## src/rtl/countdown_timer_mmss.sv

```systemverilog
// MM:SS countdown timer with selectable presets, pause/resume, clear and a 4-digit 7-seg scan.
// Define TIMER_BLINK_EN to blink the display and LEDs while in DONE.
module countdown_timer_mmss #(
    parameter int          TICK_DIV  = 100_000_000,
    parameter int          SCAN_BITS = 16,
    parameter int          N_PRESETS = 2,
    parameter logic [15:0] PRESET0   = 16'h0025,
    parameter logic [15:0] PRESET1   = 16'h0130,
    parameter logic [15:0] PRESET2   = 16'h0500,
    parameter logic [15:0] PRESET3   = 16'h1000
) (
    input  logic        clk,
    input  logic        rst,
    input  logic        start_pulse,
    input  logic        mode_pulse,
    input  logic        clear_pulse,
    output logic [3:0]  DIGIT,
    output logic [7:0]  DISPLAY,
    output logic [15:0] led,
    output logic        done
);

    // state | meaning
    // IDLE  | preset loaded, waiting for start
    // RUN   | counting down once per tick
    // PAUSE | count and partial second frozen
    // DONE  | reached 00:00, waiting for acknowledge

`ifdef TIMER_BLINK_EN
    localparam bit BLINK_EN = 1'b1;
`else
    localparam bit BLINK_EN = 1'b0;
`endif

    localparam int            PW      = (TICK_DIV > 1) ? $clog2(TICK_DIV) : 1;
    localparam logic [PW-1:0] PRE_MAX = PW'(TICK_DIV - 1);
    localparam logic [1:0]    IDX_MAX = 2'(N_PRESETS - 1);

    typedef enum logic [1:0] {IDLE, RUN, PAUSE, DONE} state_t;

    state_t               state, state_n;
    logic [1:0]           idx, idx_n;
    logic [15:0]          count, count_n, count_dec;
    logic [PW-1:0]        presc, presc_n;
    logic [SCAN_BITS-1:0] scan;
    logic                 phase, phase_n;
    logic                 presc_en, tick;
    logic [1:0]           sel;
    logic [3:0]           nib;
    logic [7:0]           seg;

    function automatic logic [15:0] preset_of(input logic [1:0] i);
        case (i)
            2'd0:    preset_of = PRESET0;
            2'd1:    preset_of = PRESET1;
            2'd2:    preset_of = PRESET2;
            default: preset_of = PRESET3;
        endcase
    endfunction

    assign presc_en = (state == RUN) || (BLINK_EN && (state == DONE));
    assign tick     = presc_en && (presc == PRE_MAX);

    // BCD decrement with borrow chain s0 -> s1 (base 6) -> m0 -> m1
    always_comb begin
        count_dec = count;
        if (count[3:0] != 4'd0) begin
            count_dec[3:0] = count[3:0] - 4'd1;
        end else begin
            count_dec[3:0] = 4'd9;
            if (count[7:4] != 4'd0) begin
                count_dec[7:4] = count[7:4] - 4'd1;
            end else begin
                count_dec[7:4] = 4'd5;
                if (count[11:8] != 4'd0) begin
                    count_dec[11:8] = count[11:8] - 4'd1;
                end else begin
                    count_dec[11:8]  = 4'd9;
                    count_dec[15:12] = count[15:12] - 4'd1;
                end
            end
        end
    end

    always_comb begin
        state_n = state;
        idx_n   = idx;
        count_n = count;
        presc_n = presc;
        phase_n = phase;
        if (clear_pulse) begin
            state_n = IDLE;
            count_n = preset_of(idx);
            presc_n = '0;
        end else if (mode_pulse) begin
            idx_n   = (idx == IDX_MAX) ? 2'd0 : idx + 2'd1;
            state_n = IDLE;
            count_n = preset_of(idx_n);
            presc_n = '0;
        end else if (start_pulse) begin
            case (state)
                IDLE:  state_n = (count == 16'h0000) ? DONE : RUN;
                RUN:   state_n = PAUSE;
                PAUSE: state_n = RUN;
                DONE: begin
                    state_n = IDLE;
                    count_n = preset_of(idx);
                    presc_n = '0;
                end
                default: state_n = IDLE;
            endcase
        end else if (presc_en) begin
            presc_n = tick ? '0 : presc + 1'b1;
            if (tick && (state == RUN)) begin
                count_n = count_dec;
                if (count_dec == 16'h0000) state_n = DONE;
            end
            if (tick && (state == DONE)) phase_n = ~phase;
        end
        if (state_n != DONE) phase_n = 1'b0;
    end

    always_ff @(posedge clk) begin
        if (rst) begin
            state <= IDLE;
            idx   <= 2'd0;
            count <= PRESET0;
            presc <= '0;
            scan  <= '0;
            phase <= 1'b0;
        end else begin
            state <= state_n;
            idx   <= idx_n;
            count <= count_n;
            presc <= presc_n;
            scan  <= scan + 1'b1;
            phase <= phase_n;
        end
    end

    assign sel = scan[SCAN_BITS-1 -: 2];

    always_comb begin
        case (sel)
            2'd0:    begin nib = count[3:0];   DIGIT = 4'b1110; end
            2'd1:    begin nib = count[7:4];   DIGIT = 4'b1101; end
            2'd2:    begin nib = count[11:8];  DIGIT = 4'b1011; end
            default: begin nib = count[15:12]; DIGIT = 4'b0111; end
        endcase
        case (nib)
            4'd0:    seg = 8'h03;
            4'd1:    seg = 8'h9F;
            4'd2:    seg = 8'h25;
            4'd3:    seg = 8'h0D;
            4'd4:    seg = 8'h99;
            4'd5:    seg = 8'h49;
            4'd6:    seg = 8'h41;
            4'd7:    seg = 8'h1F;
            4'd8:    seg = 8'h01;
            4'd9:    seg = 8'h09;
            default: seg = 8'hFF;
        endcase
        DISPLAY = seg;
        if (sel == 2'd2) DISPLAY[0] = 1'b0;
        done = (state == DONE);
        led  = 16'h0000;
        if (state == DONE) begin
            led = 16'hFFFF;
        end else begin
            led[idx] = 1'b1;
            led[15]  = (state == RUN);
        end
        if (BLINK_EN && phase) begin
            DIGIT = 4'b1111;
            led   = 16'h0000;
        end
    end

endmodule

```

## config.mk

```make
export PLATFORM = sky130hd
export DESIGN_NAME = countdown_timer_mmss
export DESIGN_NICKNAME = d
export VERILOG_FILES = /design/src/rtl/countdown_timer_mmss.sv
export SDC_FILE = /design/constraint.sdc
export NUM_CORES = 1
export LEC_CHECK = 0
export CAP_MARGIN = 30
export CORE_MARGIN = 1.5
export CORE_UTILIZATION = 45
export CTS_CLUSTER_DIAMETER = 200
export CTS_CLUSTER_SIZE = 40
export DETAILED_ROUTE_END_ITERATION = 10
export HOLD_SLACK_MARGIN = 0.02
export PLACE_DENSITY = 0.75
export RECOVER_POWER = 100
export SLEW_MARGIN = 5
export SYNTH_ARGS = -nofsm -noshare
export SYNTH_HDL_FRONTEND = slang
export SYNTH_SLANG_ARGS = --single-unit
```

## constraint.sdc

```tcl
create_clock -name clk -period 3.2 [get_ports clk]
set_input_delay 0.64 -clock clk [delete_from_list [all_inputs] [get_ports clk]]
set_output_delay 0.64 -clock clk [all_outputs]
set_load 0.01 [all_outputs]
```

==> results.json, run 1 <==
{
  "highest_layer": "met4",
  "antenna_found_initial": 0,
  "drive_above_1_share_pct": 8.269,
  "cpLargestDelayFamily": "buffers and inverters",
  "cp-end-kind": "primary output",
  "clk_latency_ns": 0.36,
  "ant_nets": 0,
  "synth_fp_nets": 517,
  "drc": 0,
  "ys_seq_area_share_pct": 32.03,
  "ios": 34,
  "fillers": 802,
  "crit_buf_inv": 2,
  "setup_viol": 0,
  "syn_inst": 497,
  "die-height_um": 96.54,
  "async_reset_ff_share_pct": 0,
  "synthesis.area_mm2": 0.003938,
  "wl_met1_um": 4253,
  "ctsHoldBuffers": 0,
  "routed_via_density": 6.165,
  "fp.dieW_um": 96.54,
  "min_path_type": "reg2reg",
  "layout_commonest_cell": "dfxtp_1",
  "synth.avg_cell_area_um2": 7.923,
  "arrival_ns": 2.40,
  "grt_pass1_vias": 3475,
  "power_mw": 1.746,
  "grt_max_degree": 32,
  "routed_wl_um": 9869,
  "status": "finished, final reports clean",
  "layout_common_cells": "dfxtp_1 (62), nor2_1 (49), nand2_1 (38)",
  "vias": 3853,
  "dr.pass1.iters": 5,
  "utilization_pct": 53.96,
  "slew_headroom_pct": 8.302,
  "start_kind": "register",
  "fin_crit_ns": 3.037,
  "synth_seq_cells": 63,
  "finalClockSkew_ns": 0.009657,
  "grt_overflow": 0,
  "initial_core_util_pct": 47.21,
  "synthToLayoutAreaGrowth_pct": 14.30,
  "dp_hpwl_um": 6705,
  "rsz0062_at_grt": "false",
  "globalRouteTotalUtil_pct": 22.57,
  "port-buffer-count": 33,
  "cpMaxStageDelayCell": "dlygate4sd3_1",
  "clock_sinks": 63,
  "synth_edf_count": 0,
  "insertedDiodeCount": 0,
  "clock_path_buffers": 2,
  "reg2reg_slack_ns": 0.54,
  "tightest_slew_ns": 1.375,
  "yosysWarnings": 0,
  "ir_worst_vdd_uv": 217.4,
  "synth_cell_type_count": 55,
  "critical_path.cell_chain": "mux4_2 > clkbuf_4 > ha_1 > nand2b_1 > a21oi_1 > dlygate4sd3_1",
  "nets": 536,
  "place_congestion": 0.8714,
  "dieArea_mm2": 0.009320,
  "clkTransAtPathRegs_ns": 0.07,
  "fin_crit_sh_pct": 94.92,
  "finalHoldViolCount": 0,
  "pwr_density_cell_mw_per_mm2": 387.9,
  "wl_per_cell_um": 15.79,
  "root_buffer": "clkbuf_8",
  "path_max_fanout": 5,
  "worstPathRequired_ns": 2.56,
  "htree_levels": 3,
  "max_cap_viol_count": 0,
  "fin_setup_tns_ns": 0,
  "max_stage_delay_ns": 0.61,
  "num_rows": 33,
  "fmax_ghz": 0.3292,
  "dr.first_iter.drc_count": 213,
  "grt_pass1_wl_um": 16290,
  "met3_length_um": 533,
  "numCtsBuffers": 9,
  "synth_flop_cell": "dfxtp_1",
  "route.met2.wl_um": 4833,
  "report.final.slew_viol_count": 0,
  "tritoncts": "built",
  "coreArea_mm2": 0.008341,
  "p_leak_nw": 1.598,
  "worstSetupPathType": "reg2out"
}
-- repair_timing --
| action | CTS | global route |
|---|---|---|
| setup endpoints to repair | 1 | 6 |
| gates resized for setup | 1 | 4 |
| pin swaps | 0 | 0 |
| buffers inserted | 1 | 1 |
-- stage by stage --
step                      setup WS, ns  area, um^2  hold WS [ns]  cells
after floorplan                 0.6323        3938        0.4176    497
after global placement          0.4091        4307        0.4309    608
after detailed placement        0.3619        4307        0.4467    608
after CTS                      0.03680        4527        0.4605    624
after global routing           0.03640        4501        0.4733    625
final                           0.1626        4501        0.4521    625
-- flip-flops by register name (all words and copies together) (netlist names) --
register / flops
count: 16
idx: 2
presc: 27
scan: 16
state: 2
-- layer usage --
layer / track usage, % / up-vias
met5: 0 / -
met4: 9.541 / 0
met3: 6.260 / 28
met2: 38.34 / 119
met1: 26.60 / 1843
li1: - / 1863
-- where the power goes --
part | total [mW] | switching [mW] | internal, mW
Sequential | 0.812 | 0.0165 | 0.795
Clock | 0.772 | 0.319 | 0.453
Combinational | 0.162 | 0.0970 | 0.0652
Total | 1.75 | 0.432 | 1.31
-- final timing paths --
kind | from | endpoint | cells past startpoint
worst max-delay path | scan[14] | DISPLAY[5] | 6
worst min-delay path | scan[0] | scan[0] | 1
worst max register to register | state[0] | presc[9] | 6
worst min register to register | scan[0] | scan[0] | 1
-- logic make-up (layout without fill, tap and decap cells) --
logic type | after synthesis | count (layout) | share of synthesized area, %
AND/OR/NAND/NOR | 221 | 221 | 29.62
adder cells (fa/ha/maj) | 15 | 15 | 4.766
XOR/XNOR | 20 | 20 | 4.448
AO/OA/AOI/OAI | 109 | 109 | 18.40
multiplexers | 12 | 12 | 4.067
buffers and inverters | 57 | 80 | 6.673
flip-flops | 63 | 63 | 32.03
-- cell type report --
cell class	instances	area [um^2]	area share, %
Inverter	16	60.06	1.334
Multi-Input combinational cell	377	2419	53.74
Clock inverter	4	70.07	1.557
Timing Repair Buffer	49	416.7	9.258
Tap cell	105	131.4	2.919
Clock buffer	11	141.4	3.142
Sequential cell	63	1262	28.05
-- cell usage after synthesis (all sizes together) (9+ instances only) --
master | n | share of area, %
ha | 15 | 4.8
a31oi | 19 | 3.0
a21oi | 19 | 2.4
inv | 16 | 1.5
nand4 | 14 | 2.2
buf | 17 | 2.9
and3 | 12 | 1.9
nor3 | 18 | 2.4
clkbuf | 24 | 2.3
nand2b | 9 | 1.4
dfxtp | 63 | 32
nand3 | 30 | 3.8
xnor2 | 10 | 2.2
xor2 | 10 | 2.2
nand2 | 38 | 3.6
nor2 | 49 | 4.7
o21ai | 23 | 2.9
No activity file was read; power rests on OpenSTA's default activity.
==> run 2, diff against run 1 <==
CORE_MARGIN = not set   (was 1.5)
==> run 2 against run 1 <==
Net effect:
- routed wire length decreased by 4.3%
- hold slack got worse by 0.0042 ns
- global-route usage decreased by 0.58 points
- sequential power barely moved
- final area is the same
- combinational power hardly changed
- die area shrank 2.1%
- clock power decreased by 7.6%
- clock skew about the same
- power down 3.3%
- critical path type unchanged
- critical endpoint is now DISPLAY[7]
- largest cell class unchanged
- highest routed layer unchanged
==> results.json, run 2 (synthesis gave the netlist of run 1 again) <==
{
  "r2r_start": "presc[0]",
  "ir_worst_vdd_uv": 209.7,
  "coreArea_mm2": 0.008341,
  "port-buffer-count": 33,
  "tritoncts": "built",
  "reg2reg_depth": 7,
  "hold-worst-slack_ns": 0.4478,
  "grt_max_degree": 32,
  "max_cap_viol_count": 0,
  "initial_core_util_pct": 47.21,
  "routed_via_density": 6.005,
  "nets": 535,
  "min_path_type": "reg2reg",
  "status": "finished, final reports clean",
  "p_clk_share_pct": 42.3,
  "ios": 34,
  "dr.pass1.iters": 4,
  "pwr_density_cell_mw_per_mm2": 375.2,
  "fp.dieW_um": 95.54,
  "wl_per_cell_um": 15.13,
  "min_from": "scan[0]",
  "route.met2.wl_um": 4471,
  "power_mw": 1.689,
  "finalClockSkew_ns": 0.009430,
  "numCtsBuffers": 9,
  "clkTransAtPathRegs_ns": 0.07,
  "largest_reg_flops": 27,
  "ctsHoldBuffers": 0,
  "clock_path_buffers": 2,
  "arrival_ns": 2.47,
  "top_register": "presc",
  "dp_hpwl_um": 6644,
  "seqPwrFrac_pct": 48.1,
  "reg_top3": "presc x27, count x16, scan x16",
  "slew_headroom_pct": 15.45,
  "fin_crit_ns": 3.111,
  "wl_met1_um": 4211,
  "cp-end-kind": "primary output",
  "die-height_um": 95.54,
  "drc": 0,
  "worstPathRequired_ns": 2.56,
  "layout_commonest_cell": "dfxtp_1",
  "ant_nets": 0,
  "num_rows": 33,
  "grt_overflow": 0,
  "clock_sinks": 63,
  "synthToLayoutAreaGrowth_pct": 14.30,
  "setup_viol": 0,
  "p_sw_uw": 426.0,
  "worst_r2r_endpoint": "presc[20]",
  "globalRouteTotalUtil_pct": 21.99,
  "report.final.slew_viol_count": 0,
  "fin_crit_sh_pct": 97.22,
  "finalHoldViolCount": 0,
  "drive_above_1_share_pct": 8.092,
  "root_buffer": "clkbuf_8",
  "combPwrFrac_pct": 9.6,
  "routed_wl_um": 9442,
  "met3_length_um": 485,
  "p_leak_nw": 1.603,
  "place_congestion": 0.8595,
  "layout_common_cells": "dfxtp_1 (61), nor2_1 (49), nand2_1 (38)",
  "rsz0062_at_grt": "true",
  "whs_path_depth": 1,
  "grt_pass1_wl_um": 15780,
  "worstHoldEndpoint": "scan[0]",
  "grt_pass1_vias": 3521,
  "reg2reg_slack_ns": 0.68,
  "sw_frac_of_total_pct": 25.23,
  "setup_slack_ns": 0.08888,
  "highest_layer": "met4",
  "clk_latency_ns": 0.34,
  "htree_levels": 3,
  "antenna_found_initial": 0,
  "path_max_fanout": 5,
  "p_int_mw": 1.263,
  "vias": 3747,
  "tightest_slew_ns": 1.268,
  "fmax_ghz": 0.3214,
  "dr.first_iter.drc_count": 230,
  "insertedDiodeCount": 0,
  "dieArea_mm2": 0.009128,
  "pre_cts_ws_ns": 0.2993,
  "start_kind": "register",
  "worstSetupPathType": "reg2out"
}
## run 2: final cells by class
class	instances	area [um^2]
fill	791	3840
multi-input combinational	377	2419
sequential	63	1264
timing repair buffer	48	429.2
clock buffer	12	155.1
tap	105	131.4
inverter	16	60.06
clock inverter	3	42.54
## run 2: worst max-delay path, stage by stage, from the launching register on
cell	delay, ns
dfxtp_2	0.38
mux4_2	0.57
buf_4	0.17
nor3_1	0.44
a21oi_1	0.08
clkdlybuf4s50_1	0.50
## run 2: metal layers
metal / GRT usage [%] / vias up
li1: - / 1866
met1: 25.99 / 1758
met2: 37.44 / 103
met3: 4.705 / 20
met4: 11.07 / 0
met5: 0 / -
## run 2: power groups by stage
stage	combinational (mW)	sequential (mW)	clock, mW
floorplan	0.114	0.822	0
global placement	0.162	0.829	0
detailed placement	0.166	0.830	0
CTS	0.167	0.812	0.731
global route	0.180	0.814	0.762
finish	0.163	0.812	0.713
## run 2: how the worst max path moves through the flow
stage,startpoint,endpoint,slack (ns),cells after the start
floorplan,scan[14],DISPLAY[4],0.63,6
global placement,scan[15],DISPLAY[4],0.36,7
detailed placement,scan[15],DISPLAY[4],0.30,7
CTS,scan[15],DISPLAY[4],0.01,7
global route,scan[14],DISPLAY[7],-0.03,5
finish,scan[14],DISPLAY[7],0.09,5
## run 2: repair_timing
| action | 4_1_cts | 5_1_grt |
|---|---|---|
| endpoints found under the setup margin | 2 | 5 |
| resized for setup | 2 | 3 |
| buffers inserted | 2 | 0 |
| endpoints found under the hold margin | 0 | 0 |
## run 2: per-stage QoR
stage                     utilization [%]  std cells  cell area [um^2]  setup TNS (ns)
after floorplan                         -        497              3938               0
after global placement              51.55        607              4299               0
after detailed placement            51.55        607              4299               0
after CTS                           54.13        624              4514               0
after global routing                53.96        624              4501        -0.04576
final                               53.96        624              4501               0
